## config.mk

```make
export PLATFORM = sky130hd
export DESIGN_NAME = pong_match_ctrl
export DESIGN_NICKNAME = d
export VERILOG_FILES = /design/src/rtl/pong_match_ctrl.sv
export SDC_FILE = /design/constraint.sdc
export NUM_CORES = 1
export LEC_CHECK = 0
export ABC_AREA = 1
export CAP_MARGIN = 20
export CORE_ASPECT_RATIO = 0.8
export CORE_UTILIZATION = 53
export DETAILED_ROUTE_END_ITERATION = 10
export PLACE_DENSITY_LB_ADDON = 0.3
export SLEW_MARGIN = 20
export SYNTH_ARGS = -nofsm -noshare
export SYNTH_HDL_FRONTEND = slang
export SYNTH_SLANG_ARGS = --single-unit
```

## constraint.sdc

```tcl
create_clock -name clk -period 2.2 [get_ports clk]
set_clock_uncertainty 0.05 [all_clocks]
set_input_delay 0.66 -clock clk [delete_from_list [all_inputs] [get_ports clk]]
set_output_delay 0.66 -clock clk [all_outputs]
set_load 0.01 [all_outputs]
```

## src/rtl/pong_match_ctrl.sv

```systemverilog
// Pong match-flow controller: idle, serve countdown, play, point pause, game over.
// Optional pause state is built when PONG_PAUSE_EN is defined.
module pong_match_ctrl #(
    parameter int WIN_SCORE    = 8,
    parameter int SERVE_FRAMES = 120,
    parameter int POINT_FRAMES = 60
) (
    input  logic       clk,
    input  logic       reset_n,
    input  logic       frame_tick,
    input  logic       start_btn,
    input  logic       pause_btn,
    input  logic       goal_r,
    input  logic       goal_l,
    output logic       ball_run,
    output logic       ball_reset,
    output logic       serve_dir,
    output logic [3:0] score1,
    output logic [3:0] score2,
    output logic       game_over,
    output logic [1:0] countdown,
    output logic [2:0] state
);

    localparam logic [2:0] S_IDLE  = 3'd0;
    localparam logic [2:0] S_SERVE = 3'd1;
    localparam logic [2:0] S_PLAY  = 3'd2;
    localparam logic [2:0] S_POINT = 3'd3;
    localparam logic [2:0] S_OVER  = 3'd4;
`ifdef PONG_PAUSE_EN
    localparam logic [2:0] S_PAUSE = 3'd5;
`endif

    localparam int CNT_MAX = (SERVE_FRAMES > POINT_FRAMES) ? SERVE_FRAMES : POINT_FRAMES;
    localparam int CW      = $clog2(CNT_MAX + 1);

    localparam logic [CW-1:0] SERVE_LD = CW'(SERVE_FRAMES);
    localparam logic [CW-1:0] POINT_LD = CW'(POINT_FRAMES);
    localparam logic [CW-1:0] CD_HI    = CW'(2 * SERVE_FRAMES / 3);
    localparam logic [CW-1:0] CD_LO    = CW'(SERVE_FRAMES / 3);
    localparam logic [CW-1:0] CNT_ONE  = CW'(1);
    localparam logic [3:0]    WIN      = 4'(WIN_SCORE);

    logic [2:0]    state_q, state_d;
    logic [CW-1:0] counter_q, counter_d;
    logic [3:0]    score1_q, score1_d;
    logic [3:0]    score2_q, score2_d;
    logic          serve_dir_q, serve_dir_d;
    logic          ball_run_q, ball_run_d;
    logic          ball_reset_q, ball_reset_d;
    logic          game_over_q, game_over_d;
    logic [1:0]    countdown_q, countdown_d;
    logic          start_q, start_d;
    logic          start_rise;

`ifdef PONG_PAUSE_EN
    logic pause_q, pause_d;
    logic pause_rise;

    assign pause_d    = pause_btn;
    assign pause_rise = pause_btn & ~pause_q;

    always_ff @(posedge clk or negedge reset_n) begin
        if (!reset_n) begin
            pause_q <= 1'b0;
        end else begin
            pause_q <= pause_d;
        end
    end
`else
    logic pause_unused;
    assign pause_unused = pause_btn;
`endif

    assign start_d    = start_btn;
    assign start_rise = start_btn & ~start_q;

    // Next-state and datapath updates for the match sequence.
    always_comb begin
        state_d      = state_q;
        counter_d    = counter_q;
        score1_d     = score1_q;
        score2_d     = score2_q;
        serve_dir_d  = serve_dir_q;
        ball_reset_d = 1'b0;

        case (state_q)
            S_IDLE, S_OVER: begin
                if (start_rise) begin
                    score1_d     = '0;
                    score2_d     = '0;
                    serve_dir_d  = 1'b0;
                    ball_reset_d = 1'b1;
                    counter_d    = SERVE_LD;
                    state_d      = S_SERVE;
                end
            end

            S_SERVE: begin
                if (frame_tick) begin
                    counter_d = counter_q - CNT_ONE;
                    if (counter_q == CNT_ONE) begin
                        state_d = S_PLAY;
                    end
                end
            end

            S_PLAY: begin
                if (goal_r && goal_l) begin
                    counter_d = POINT_LD;
                    state_d   = S_POINT;
                end else if (goal_r) begin
                    score1_d    = score1_q + 4'd1;
                    serve_dir_d = 1'b1;
                    counter_d   = POINT_LD;
                    state_d     = (score1_q + 4'd1 == WIN) ? S_OVER : S_POINT;
                end else if (goal_l) begin
                    score2_d    = score2_q + 4'd1;
                    serve_dir_d = 1'b0;
                    counter_d   = POINT_LD;
                    state_d     = (score2_q + 4'd1 == WIN) ? S_OVER : S_POINT;
                end
`ifdef PONG_PAUSE_EN
                else if (pause_rise) begin
                    state_d = S_PAUSE;
                end
`endif
            end

            S_POINT: begin
                if (frame_tick) begin
                    if (counter_q == CNT_ONE) begin
                        ball_reset_d = 1'b1;
                        counter_d    = SERVE_LD;
                        state_d      = S_SERVE;
                    end else begin
                        counter_d = counter_q - CNT_ONE;
                    end
                end
            end

`ifdef PONG_PAUSE_EN
            S_PAUSE: begin
                if (pause_rise) begin
                    state_d = S_PLAY;
                end
            end
`endif

            default: begin
                state_d   = S_IDLE;
                counter_d = '0;
            end
        endcase
    end

    // Outputs are decoded from the next state so registered outputs line up with state.
    always_comb begin
        ball_run_d  = (state_d == S_PLAY);
        game_over_d = (state_d == S_OVER);
        countdown_d = 2'd0;
        if (state_d == S_SERVE) begin
            if (counter_d > CD_HI) begin
                countdown_d = 2'd3;
            end else if (counter_d > CD_LO) begin
                countdown_d = 2'd2;
            end else begin
                countdown_d = 2'd1;
            end
        end
    end

    always_ff @(posedge clk or negedge reset_n) begin
        if (!reset_n) begin
            state_q      <= S_IDLE;
            counter_q    <= '0;
            score1_q     <= '0;
            score2_q     <= '0;
            serve_dir_q  <= 1'b0;
            ball_run_q   <= 1'b0;
            ball_reset_q <= 1'b0;
            game_over_q  <= 1'b0;
            countdown_q  <= 2'd0;
            start_q      <= 1'b0;
        end else begin
            state_q      <= state_d;
            counter_q    <= counter_d;
            score1_q     <= score1_d;
            score2_q     <= score2_d;
            serve_dir_q  <= serve_dir_d;
            ball_run_q   <= ball_run_d;
            ball_reset_q <= ball_reset_d;
            game_over_q  <= game_over_d;
            countdown_q  <= countdown_d;
            start_q      <= start_d;
        end
    end

    assign state      = state_q;
    assign score1     = score1_q;
    assign score2     = score2_q;
    assign serve_dir  = serve_dir_q;
    assign ball_run   = ball_run_q;
    assign ball_reset = ball_reset_q;
    assign game_over  = game_over_q;
    assign countdown  = countdown_q;

endmodule

```

Word-level counts from Yosys, hierarchy flattened
Index checks and enable logic that the tools add are counted.
{"block": "totals", "inputBits": 7, "output_inout_bits": 17, "register_bits": 25}
{"block": "classes", "magnitude_cmp": 2, "bitwise": 2, "addsub": 3, "n_mux": 39, "reduce_logical": 7, "eq_ne": 16}
{"operator": "$mux W7", "count": 7}
{"operator": "$mux W3", "count": 10}
{"operator": "$pmux W7 S4", "count": 1}
{"operator": "$mux W4", "count": 6}
{"operator": "$pmux W4 S2", "count": 2}
{"operator": "$pmux W3 S4", "count": 1}
{"operator": "$ne A2 B2 Y1 const B", "count": 5}
{"operator": "$eq A3 B2 Y1 const B", "count": 3}
{"operator": "$add A4 B1 Y4 const B", "count": 2}
{"operator": "$eq A4 B4 Y1 const B", "count": 2}
{"operator": "$reduce_and A4 Y1", "count": 2}
{"operator": "$eq A7 B1 Y1 const B", "count": 1}
{"operator": "$gt A7 B6 Y1 const B", "count": 1}
{"operator": "$gt A7 B7 Y1 const B", "count": 1}
{"operator": "$mux W1", "count": 7}
{"operator": "$sub A7 B1 Y7 const B", "count": 1}
{"operator": "$eq A3 B1 Y1 const B", "count": 2}
{"operator": "$eq A3 B3 Y1 const B", "count": 2}
{"operator": "$mux W2", "count": 3}
{"operator": "$reduce_and A5 Y1", "count": 1}
{"operator": "$pmux W1 S2", "count": 2}
{"operator": "$logic_not A3 Y1", "count": 1}
{"operator": "$ne A3 B3 Y1 const B", "count": 1}
{"operator": "$reduce_bool A2 Y1", "count": 1}
{"operator": "4 further kinds", "count": 4}

Longest topological paths before layout
Gate-level depths: netlist of the first run.
{"block": "logic_depth", "word_depth": 9, "mapped_depth": 13, "mapped_depth_nobuf": 13}

Worst setup path before layout of the first run
No wires, ideal clock.
{"block": "synth_timing", "path_type": "input -> register", "startpoint": "input goal_l", "endpoint": "register countdown_q[1], in the netlist countdown[1]", "setup_ns": 0.118, "path_stages": 9, "arrival_time_ns": 1.608, "path_slack_ns": 0.425, "path_cell_list": "nor2_1 nor2_2 nor2_4 nand3_1 nor2_2 inv_2 a21oi_1 nor2_2 nor2b_1"}
{"block": "synth_between", "elab_chain_len": 8, "elab_cells_between_ends": 15}
{"element": "start: declaration", "line": "14", "rtl": "input logic goal_l,"}
{"element": "$mux W7", "line": "117", "rtl": "end else if (goal_l) begin"}
{"element": "$mux W7", "line": "112", "rtl": "end else if (goal_r) begin"}
{"element": "$mux W7 *", "line": "109", "rtl": "if (goal_r && goal_l) begin"}
{"element": "$pmux W7 S4 *", "line": "87", "rtl": "case (state_q)"}
{"element": "net counter_d[5]", "line": "45", "rtl": "logic [CW-1:0] counter_q, counter_d;"}
{"element": "$gt A7 B6 Y1", "line": "165", "rtl": "end else if (counter_d > CD_LO) begin"}
{"element": "$mux W2", "line": "165"}
{"element": "$mux W2 *", "line": "163", "rtl": "if (counter_d > CD_HI) begin"}
{"element": "$mux W2 *", "line": "162", "rtl": "if (state_d == S_SERVE) begin"}
{"element": "net countdown_d[1]", "line": "52", "rtl": "logic [1:0] countdown_q, countdown_d;"}
{"element": "end signal: assignment", "line": "194", "rtl": "countdown_q <= countdown_d;"}
{"element": "end: declaration", "line": "52"}
The timed path passes the listed nets; every way through them passes the cells marked *.
A chain may end at the register's enable or synchronous reset.

Final worst setup path of the first run
{"block": "layout_timing", "startpoint": "register state_q[0], in the netlist state[0]", "endpoint": "output state[0]"}
{"element": "start: declaration", "line": "44", "rtl": "logic [2:0] state_q, state_d;"}
{"element": "start signal: assignment", "line": "186", "rtl": "state_q <= state_d;"}
{"element": "end: declaration", "line": "22", "rtl": "output logic [2:0] state"}
No word-level cell between the ends.

==> impl_metrics.env, run 1 <==
export IMPL_period_needed_ns=2.12
export IMPL_synthCells=200
export IMPL_wl_per_cell_um=12.9
export IMPL_synth_fa_ha_area_frac=0.0503
export IMPL_slew_headroom=0.781
export IMPL_grt_pass1_wl_mm=6.27
export IMPL_async_reset_ff_frac=1.00
export IMPL_synth_cell_types=24
export IMPL_outcome="finished, final reports clean"
export IMPL_min_path_type="register to register"
export IMPL_grt_pass1_vias=1409
export IMPL_dp_hpwl_mm=2.84
export IMPL_synth_top_family_by_area="simple AND/OR/NAND/NOR gates"
export IMPL_cts_buffers=3
export IMPL_synth_top_area_frac=0.419
export IMPL_maxCapViolations=0
export IMPL_layout_drive_gt1_share=0.152
export IMPL_clock_sinks=25
export IMPL_synth_top_area_cell="dfrtp_1"
export IMPL_portBuffers=22
export IMPL_cpPeakStageDelay_ns=0.58
export IMPL_drt_iter0_drc=138
export IMPL_min_period_over_period=0.965
export IMPL_die_area_mm2=0.00303
export IMPL_cts_buffer_depth=2
export IMPL_first_pass_iters=4
export IMPL_cpMaxStageDelayCell="clkdlybuf4s50_1"
export IMPL_end_kind="output port"
export IMPL_dieWidth_um=61.3
export IMPL_coreArea_mm2=0.00256
export IMPL_worstPathCellList="clkdlybuf4s50_1"
export IMPL_wl_mm=3.61
export IMPL_busiest_layer="met2"
export IMPL_clock_latency_ns=0.33
export IMPL_vdd_ir_drop_max_mv=0.702
export IMPL_cts_resized_gates=0
export IMPL_synthXorXnorAreaFrac=0.0352
export IMPL_netlist_area_mm2=0.00149
export IMPL_cts_tree="built"
export IMPL_ys_seq_area_frac=0.419
export IMPL_cts_setup_buffers=0
export IMPL_io_pins=24
export IMPL_path_delay_family="buffers and inverters"
export IMPL_critPathBufInv=1
export IMPL_grtUsageMet1=0.392
export IMPL_power_uw=1940
export IMPL_antenna_found_initial=0
export IMPL_viasPerCell=5.22
export IMPL_synth_compound_area_frac=0.0847
export IMPL_diodes=0
export IMPL_hold_violations=0
export IMPL_clk_pin_slew_ns=0.14
export IMPL_p_sw_uw=869
export IMPL_fin_setup_tns_ns=0
export IMPL_htree_levels=1
export IMPL_worst_slew_pin_slew_ns=0.328
export IMPL_cp_arrival_ns=1.41
export IMPL_ys_ff_latch=25
export IMPL_synthFlopType="dfrtp_1"
export IMPL_drc_errors=0
export IMPL_fin_area_mm2=0.00191
export IMPL_syn_area_per_cell_um2=7.46
export IMPL_startpoint_type="register"
export IMPL_ys_warn_count=0
export IMPL_pwr_share_comb=0.537
export IMPL_p_int_uw=1070
export IMPL_fmax_mhz=471
export IMPL_rows=16
export IMPL_cp_data_required_time_ns=1.49
export IMPL_power_frac_clock=0.108
export IMPL_place_gp_congestion=0.882
export IMPL_start_util=0.583
export IMPL_powerDensity_mw_per_mm2=1010
export IMPL_synth_most_common_cell="nand2_1"
export IMPL_synthTopCellsByArea="dfrtp_1 (42%), nand2_1 (15%), nor2_1 (6.5%)"
export IMPL_rsz0062_at_grt="no"
export IMPL_syn_nets=213
export IMPL_vias=1457
export IMPL_grt_ovfl_total=0
export IMPL_area_delta_synth_final_pct=28.2
export IMPL_grt_util_met3=0.0682
export IMPL_drv_slew=0
export IMPL_grt_max_degree=26
export IMPL_power_leakage_uw=0.000972
export IMPL_synth_edf_count=0
export IMPL_crit_fanout=6
export IMPL_placed_area_mm2=0.00189
export IMPL_synth_simple_area_share=0.355
export IMPL_antenna_left=0
export IMPL_finalNetCount=257
export IMPL_die_h_um=49.5
export IMPL_critPathKind="register to output port"
export IMPL_met2_usage=0.438
export IMPL_track_usage=0.277
export IMPL_synth_mux_area_frac=0
export IMPL_yosys_top_cells_count="nand2_1 (59), nor2_1 (26), dfrtp_1 (25)"
export IMPL_setup_viol=0
export IMPL_p_seq_frac=0.354
export IMPL_cts_hold_buf=0
export IMPL_p_sw_frac=0.448
export IMPL_root_buffer="clkbuf_4"
metrics by stage:
step | worst slack, ns | util | cells | hold slack [ns]
floorplan | 0.425 | - | 200 | 0.314
CTS | 0.0653 | 0.747 | 279 | 0.477
detailed placement | -0.231 | 0.736 | 275 | 0.445
global placement | -0.169 | 0.736 | 275 | 0.443
finish | 0.0773 | 0.747 | 279 | 0.477
global route | 0.00193 | 0.747 | 279 | 0.521
power by group through the flow:
stage / combinational (uW) / clock [uW] / sequential (uW)
detailed placement: 1030 / 0 / 694
floorplan: 649 / 0 / 697
global placement: 972 / 0 / 687
finish: 1040 / 210 / 687
CTS: 1030 / 219 / 685
global route: 1160 / 235 / 701
registers in the layout (all words and copies together) (netlist names):
| signal | flops |
|---|---|
| game_over | 1 |
| serve_dir | 1 |
| score1 | 4 |
| countdown | 2 |
| ball_run | 1 |
| state | 3 |
| start_q | 1 |
| ball_reset | 1 |
| score2 | 4 |
| counter_q | 7 |
per-layer routing:
| metal | wire length (um) | vias to the layer above |
|---|---|---|
| li1 | - | 732 |
| met1 | 1660 | 674 |
| met2 | 1690 | 45 |
| met3 | 221 | 6 |
| met4 | 41 | 0 |
| met5 | 0 | - |
final timing paths:
path	start	to	slack, ns	depth (start not counted)
max	state[0]$_DFF_PN0_	state[0]	0.08	1
min	serve_dir$_DFFE_PN0P_	serve_dir$_DFFE_PN0P_	0.48	2
max reg2reg	counter_q[0]$_DFF_PN0_	countdown[1]$_DFF_PN0_	0.23	12
min reg2reg	serve_dir$_DFFE_PN0P_	serve_dir$_DFFE_PN0P_	0.48	2
max in group asynchronous	reset_n	counter_q[1]$_DFF_PN0_	1.23	2
min in group asynchronous	reset_n	score1[2]$_DFFE_PN0P_	0.62	2
cells by family after synthesis:
family,count (synthesis)
adder cells (fa/ha/maj),6
buffers and inverters,22
flip-flops,25
AND/OR/NAND/NOR,119
AO/OA/AOI/OAI,22
XOR/XNOR,6
layout by cell type, fill, tap and decap left out, types with 4 or more instances in the layout:
| cell type | count |
|---|---|
| buf_4 | 17 |
| clkdlybuf4s50_1 | 22 |
| dfrtp_1 | 25 |
| ha_1 | 6 |
| inv_1 | 18 |
| inv_2 | 4 |
| nand2_1 | 59 |
| nand3_1 | 14 |
| nand4_1 | 4 |
| nor2_1 | 26 |
| nor2_2 | 7 |
| o21ai_0 | 13 |
final cells by class:
cell class	count	area [um^2]
clock inverter	1	5.00
clock buffer	3	22.5
tap	36	45.0
multi-input combinational	153	785
sequential	25	626
inverter	22	82.6
timing repair buffer	39	348
fill	217	649
Power figures use the tool's default switching activity.
==> run 2: changes to the inputs <==
--- a/config.mk
+++ b/config.mk
@@ -8,8 +8,10 @@
 export ABC_AREA = 1
 export CAP_MARGIN = 20
 export CORE_ASPECT_RATIO = 0.8
-export CORE_UTILIZATION = 53
+export CORE_MARGIN = 10
+export CORE_UTILIZATION = 62
 export DETAILED_ROUTE_END_ITERATION = 10
+export DONT_BUFFER_PORTS = 1
 export PLACE_DENSITY_LB_ADDON = 0.3
 export SLEW_MARGIN = 20
 export SYNTH_ARGS = -nofsm -noshare
==> run 2 against run 1 <==
Cell area down 19%. Hold slack worse by 0.23 ns. Register-to-register slack worse by 0.03 ns. Critical path depth up 11. Power down 9.4%. Clock power down 2%. Combinational power down 20%.
==> impl_metrics.env, run 2 (same netlist as run 1, synthesis figures left out) <==
export IMPL_diodes=0
export IMPL_cts_hold_buf=1
export IMPL_cpMaxStageDelayCell="dfrtp_1"
export IMPL_largest_register="counter_q"
export IMPL_antenna_left=0
export IMPL_cts_tree="built"
export IMPL_coreArea_mm2=0.00223
export IMPL_wl_mm=3.43
export IMPL_period_needed_ns=2.00
export IMPL_dieWidth_um=74.9
export IMPL_root_buffer="clkbuf_4"
export IMPL_vias=1314
export IMPL_min_path_type="input port to asynchronous set/reset pin"
export IMPL_slew_headroom=0.632
export IMPL_grt_pass1_wl_mm=5.84
export IMPL_io_pins=24
export IMPL_rsz0062_at_grt="no"
export IMPL_reg2reg_from="counter_q[0]$_DFF_PN0_"
export IMPL_clock_latency_ns=0.32
export IMPL_worstRegToRegCells=12
export IMPL_grt_max_degree=26
export IMPL_rows=15
export IMPL_htree_levels=1
export IMPL_clk_pin_slew_ns=0.13
export IMPL_hold_violations=0
export IMPL_area_delta_synth_final_pct=4.27
export IMPL_setup_viol=0
export IMPL_cp_arrival_ns=2.19
export IMPL_power_leakage_uw=0.000815
export IMPL_rr_endpoint="countdown[1]$_DFF_PN0_"
export IMPL_cp_data_required_time_ns=2.39
export IMPL_track_usage=0.153
export IMPL_cpPeakStageDelay_ns=0.48
export IMPL_finalNetCount=219
export IMPL_end_kind="register"
export IMPL_first_pass_iters=4
export IMPL_portBuffers=0
export IMPL_antenna_found_initial=0
export IMPL_cts_setup_buffers=0
export IMPL_drt_iter0_drc=152
export IMPL_cts_resized_gates=0
export IMPL_critPathKind="register to register"
export IMPL_cts_buffer_depth=2
export IMPL_dp_hpwl_mm=2.72
export IMPL_drv_slew=0
export IMPL_power_frac_clock=0.117
export IMPL_grt_ovfl_total=0
export IMPL_final_common_cell="nand2_1"
export IMPL_dp_slack_ns=0.224
export IMPL_powerDensity_mw_per_mm2=1130
export IMPL_maxCapViolations=0
export IMPL_fin_setup_tns_ns=0
export IMPL_die_h_um=63.9
export IMPL_cts_buffers=3
export IMPL_wl_per_cell_um=14.9
export IMPL_viasPerCell=5.71
export IMPL_dp_cells=225
export IMPL_fillers=188
export IMPL_start_util=0.668
export IMPL_grt_pass1_vias=1208
export IMPL_p_int_uw=924
export IMPL_p_sw_frac=0.474
export IMPL_drc_errors=0
export IMPL_clock_sinks=25
export IMPL_p_seq_frac=0.412
export IMPL_p_sw_uw=833
export IMPL_final_cell_mix="nand2_1 (59), nor2_1 (26), dfrtp_1 (25), inv_1 (18), nand3_1 (14)"
export IMPL_fin_cells=230
export IMPL_die_area_mm2=0.00478
export IMPL_fmax_mhz=499
export IMPL_outcome="finished, final reports clean"
export IMPL_crit_fanout=5
export IMPL_layout_drive_gt1_share=0.102
export IMPL_pwr_share_comb=0.471
export IMPL_min_period_over_period=0.911
export IMPL_setup_ws_ns=0.196
export IMPL_worst_slew_pin_slew_ns=0.552
export IMPL_r2r_slack_ns=0.20
export IMPL_startpoint_type="register"
export IMPL_largest_register_ff_count=7
export IMPL_place_gp_congestion=0.879
export IMPL_vdd_ir_drop_max_mv=0.655
export IMPL_worstPathCellList="inv_1, ha_1, nand2_1, nor2_1, nand3_1, nand2_1, nand4_1, nor2_1, nand2_1, nor2_1, nor2_2, nor2b_1"
-- run 2: how the worst max path moves through the flow --
stage / startpoint / endpoint / cells past startpoint
finish: counter_q[0]$_DFF_PN0_ / countdown[1]$_DFF_PN0_ / 12
global route: counter_q[0]$_DFF_PN0_ / countdown[1]$_DFF_PN0_ / 12
CTS: counter_q[0]$_DFF_PN0_ / countdown[1]$_DFF_PN0_ / 12
detailed placement: counter_q[0]$_DFF_PN0_ / countdown[1]$_DFF_PN0_ / 12
global placement: goal_l / countdown[1]$_DFF_PN0_ / 9
floorplan: goal_l / countdown[1]$_DFF_PN0_ / 9
-- run 2: worst max-delay path, delay by kind of cell (launching register included) --
kind | cells | cell delay [ns]
buf+inv | 1 | 0.09
flops | 1 | 0.48
fa+ha+maj | 1 | 0.18
simple gates | 10 | 1.12
-- run 2: final cells by class --
class                           instances  area [um^2]  share of cell area
Clock buffer                            3         22.5              0.0145
Timing Repair Buffer                    1         5.00             0.00322
Multi-Input combinational cell        153          785               0.504
Tap cell                               25         31.3              0.0201
Inverter                               22         82.6              0.0531
Clock inverter                          1         5.00             0.00322
Sequential cell                        25          626               0.402
-- run 2: layer usage --
metal	global-route usage	wire length, um
met1	0.209	1540
met2	0.225	1540
met3	0.0540	311
met4	0.0330	35
met5	0	0
-- run 2: per-stage QoR --
step                      area (um^2)  hold WS (ns)  power (uW)  utilization
final                            1560         0.251        1760        0.697
after global placement           1520         0.315        1480        0.682
after floorplan                  1490         0.314        1350            -
after global routing             1560         0.265        1940        0.697
after CTS                        1560         0.292        1760        0.699
after detailed placement         1520         0.315        1540        0.682
-- run 2: power by group through the flow --
stage	clock [uW]	sequential (uW)	combinational (uW)
final	205	724	827
after global routing	237	742	956
after CTS	211	724	822
after detailed placement	0	732	805
after global placement	0	727	756
after floorplan	0	697	649
==> run 3: changes to the inputs <==
--- a/config.mk
+++ b/config.mk
@@ -7,7 +7,7 @@
 export LEC_CHECK = 0
 export ABC_AREA = 1
 export CAP_MARGIN = 20
-export CORE_ASPECT_RATIO = 0.8
+export CORE_ASPECT_RATIO = 0.9
 export CORE_MARGIN = 10
 export CORE_UTILIZATION = 62
 export DETAILED_ROUTE_END_ITERATION = 10
==> run 3 against run 2 <==
Combinational power barely moved. Utilization is 0.22 points lower. Sequential power about the same. Non-clock buffer count is the same. Flip-flop and latch count stayed put. Cell area about the same. Hold slack is essentially flat. Clock power is 3% lower. Largest power group unchanged. Clock-buffer cell count grew 1. Highest routed layer unchanged. Critical endpoint unchanged. Worst setup slack gained 0.047 ns. Largest cell class unchanged.
==> impl_metrics.env, run 3 (same netlist as run 1, synthesis figures left out) <==
export IMPL_outcome="finished, final reports clean"
export IMPL_wl_met2_mm=1.52
export IMPL_met3_length_um=344
export IMPL_min_path_type="input port to asynchronous set/reset pin"
export IMPL_grt_ovfl_total=0
export IMPL_r2r_slack_ns=0.24
export IMPL_antenna_found_initial=0
export IMPL_cpPeakStageDelay_ns=0.49
export IMPL_portBuffers=0
export IMPL_drt_iter0_drc=85
export IMPL_startpoint_type="register"
export IMPL_vias=1316
export IMPL_wl_mm=3.37
export IMPL_grt_max_degree=26
export IMPL_dieWidth_um=71.7
export IMPL_reg2reg_from="counter_q[0]$_DFF_PN0_"
export IMPL_drt_met1_wl_mm=1.49
export IMPL_worst_slew_pin_slew_ns=0.538
export IMPL_cp_arrival_ns=2.13
export IMPL_area_delta_synth_final_pct=4.36
export IMPL_wl_per_cell_um=14.5
export IMPL_critPathKind="register to register"
export IMPL_power_leakage_uw=0.000812
export IMPL_rsz0062_at_grt="no"
export IMPL_first_pass_iters=4
export IMPL_fin_setup_tns_ns=0
export IMPL_track_usage=0.144
export IMPL_place_gp_congestion=0.904
export IMPL_dr_max_layer_used="met4"
export IMPL_grt_pass1_wl_mm=5.64
export IMPL_viasPerCell=5.67
export IMPL_final_cell_mix="nand2_1 (59), nor2_1 (26), dfrtp_1 (25), inv_1 (18), nand3_1 (14)"
export IMPL_layout_drive_gt1_share=0.0976
export IMPL_final_common_cell="nand2_1"
export IMPL_largest_register_ff_count=7
export IMPL_worstPathCellList="inv_1, ha_1, nand2_1, nor2_1, nand3_1, nand2_1, nand4_1, nor2_1, nand2_1, nor2_1, nor2_2, nor2b_1"
export IMPL_worstRegToRegCells=12
export IMPL_fmax_mhz=511
export IMPL_clock_latency_ns=0.32
export IMPL_powerDensity_mw_per_mm2=1120
export IMPL_placed_area_mm2=0.00153
export IMPL_start_util=0.666
export IMPL_dp_hpwl_mm=2.67
export IMPL_root_buffer="clkbuf_4"
export IMPL_min_period_over_period=0.890
export IMPL_vdd_ir_drop_max_mv=0.965
export IMPL_grt_pass1_vias=1196
export IMPL_antenna_left=0
export IMPL_cts_buffer_depth=2
export IMPL_end_kind="register"
export IMPL_cts_resized_gates=0
export IMPL_cts_buffers=3
export IMPL_clock_sinks=25
export IMPL_io_pins=24
export IMPL_setup_viol=0
export IMPL_coreArea_mm2=0.00224
export IMPL_diodes=0
export IMPL_die_h_um=66.6
export IMPL_cpMaxStageDelayCell="dfrtp_1"
export IMPL_cp_data_required_time_ns=2.37
export IMPL_rows=16
export IMPL_slew_headroom=0.641
export IMPL_crit_fanout=5
export IMPL_drv_slew=0
export IMPL_power_uw=1750
export IMPL_rr_endpoint="countdown[1]$_DFF_PN0_"
export IMPL_die_area_mm2=0.00477
export IMPL_fin_util=0.695
export IMPL_hold_violations=0
export IMPL_finalNetCount=219
export IMPL_drc_errors=0
export IMPL_cts_tree="built"
export IMPL_maxCapViolations=0
export IMPL_clk_pin_slew_ns=0.13
export IMPL_fin_area_mm2=0.00156
export IMPL_largest_register="counter_q"
export IMPL_period_needed_ns=1.96
export IMPL_htree_levels=1
==> run 3: changes by cell type in the layout (fill, tap and decap cells not counted) <==
cell / before / now
clkbuf_1: 0 / 1
clkinv_2: 1 / 0
==> run 3: how the worst max path moves through the flow <==
stage | startpoint | end | slack [ns] | depth (start not counted)
finish | counter_q[0]$_DFF_PN0_ | countdown[1]$_DFF_PN0_ | 0.24 | 12
global route | counter_q[0]$_DFF_PN0_ | countdown[0]$_DFF_PN0_ | 0.04 | 12
CTS | counter_q[0]$_DFF_PN0_ | countdown[1]$_DFF_PN0_ | 0.24 | 12
detailed placement | counter_q[0]$_DFF_PN0_ | countdown[1]$_DFF_PN0_ | 0.26 | 12
global placement | goal_l | countdown[1]$_DFF_PN0_ | 0.32 | 9
floorplan | goal_l | countdown[1]$_DFF_PN0_ | 0.42 | 9
==> run 3: where the power goes <==
| part | total (uW) | leakage, uW | switching (uW) | internal (uW) |
|---|---|---|---|---|
| Sequential | 727 | 0.000324 | 153 | 574 |
| Combinational | 826 | 0.000472 | 543 | 283 |
| Clock | 199 | 0.0000150 | 128 | 71.0 |
==> run 3: worst max-delay path, delay by kind of cell, from the launching register on <==
| family | cells | cell delay (ns) |
|---|---|---|
| simple gates | 10 | 1.04 |
| flops | 1 | 0.49 |
| fa+ha+maj | 1 | 0.18 |
| buf+inv | 1 | 0.09 |
==> run 3: layout make-up <==
type                       count  area [um^2]
inverter                      22         82.6
clock buffer                   4         26.3
tap                           27         33.8
fill                         184          684
multi-input combinational    153          785
sequential                    25          626
timing repair buffer           1         5.00
==> run 3: repair_timing <==
action / CTS / global route
setup buffers: 0 / 0
hold endpoints to repair: 25 / 0
hold buffers: 1 / 0
==> run 3: stage by stage <==
stage	cells	hold slack, ns	setup WS [ns]
after floorplan	200	0.314	0.425
after global placement	227	0.315	0.317
after detailed placement	227	0.315	0.263
after CTS	232	0.297	0.243
after global routing	232	0.275	0.0356
final	232	0.251	0.243
==> run 3: routing by layer <==
| layer | vias to the layer above | track usage |
|---|---|---|
| met5 | - | 0 |
| met4 | 0 | 0.0338 |
| met3 | 5 | 0.0652 |
| met2 | 39 | 0.230 |
| met1 | 619 | 0.172 |
| li1 | 653 | - |
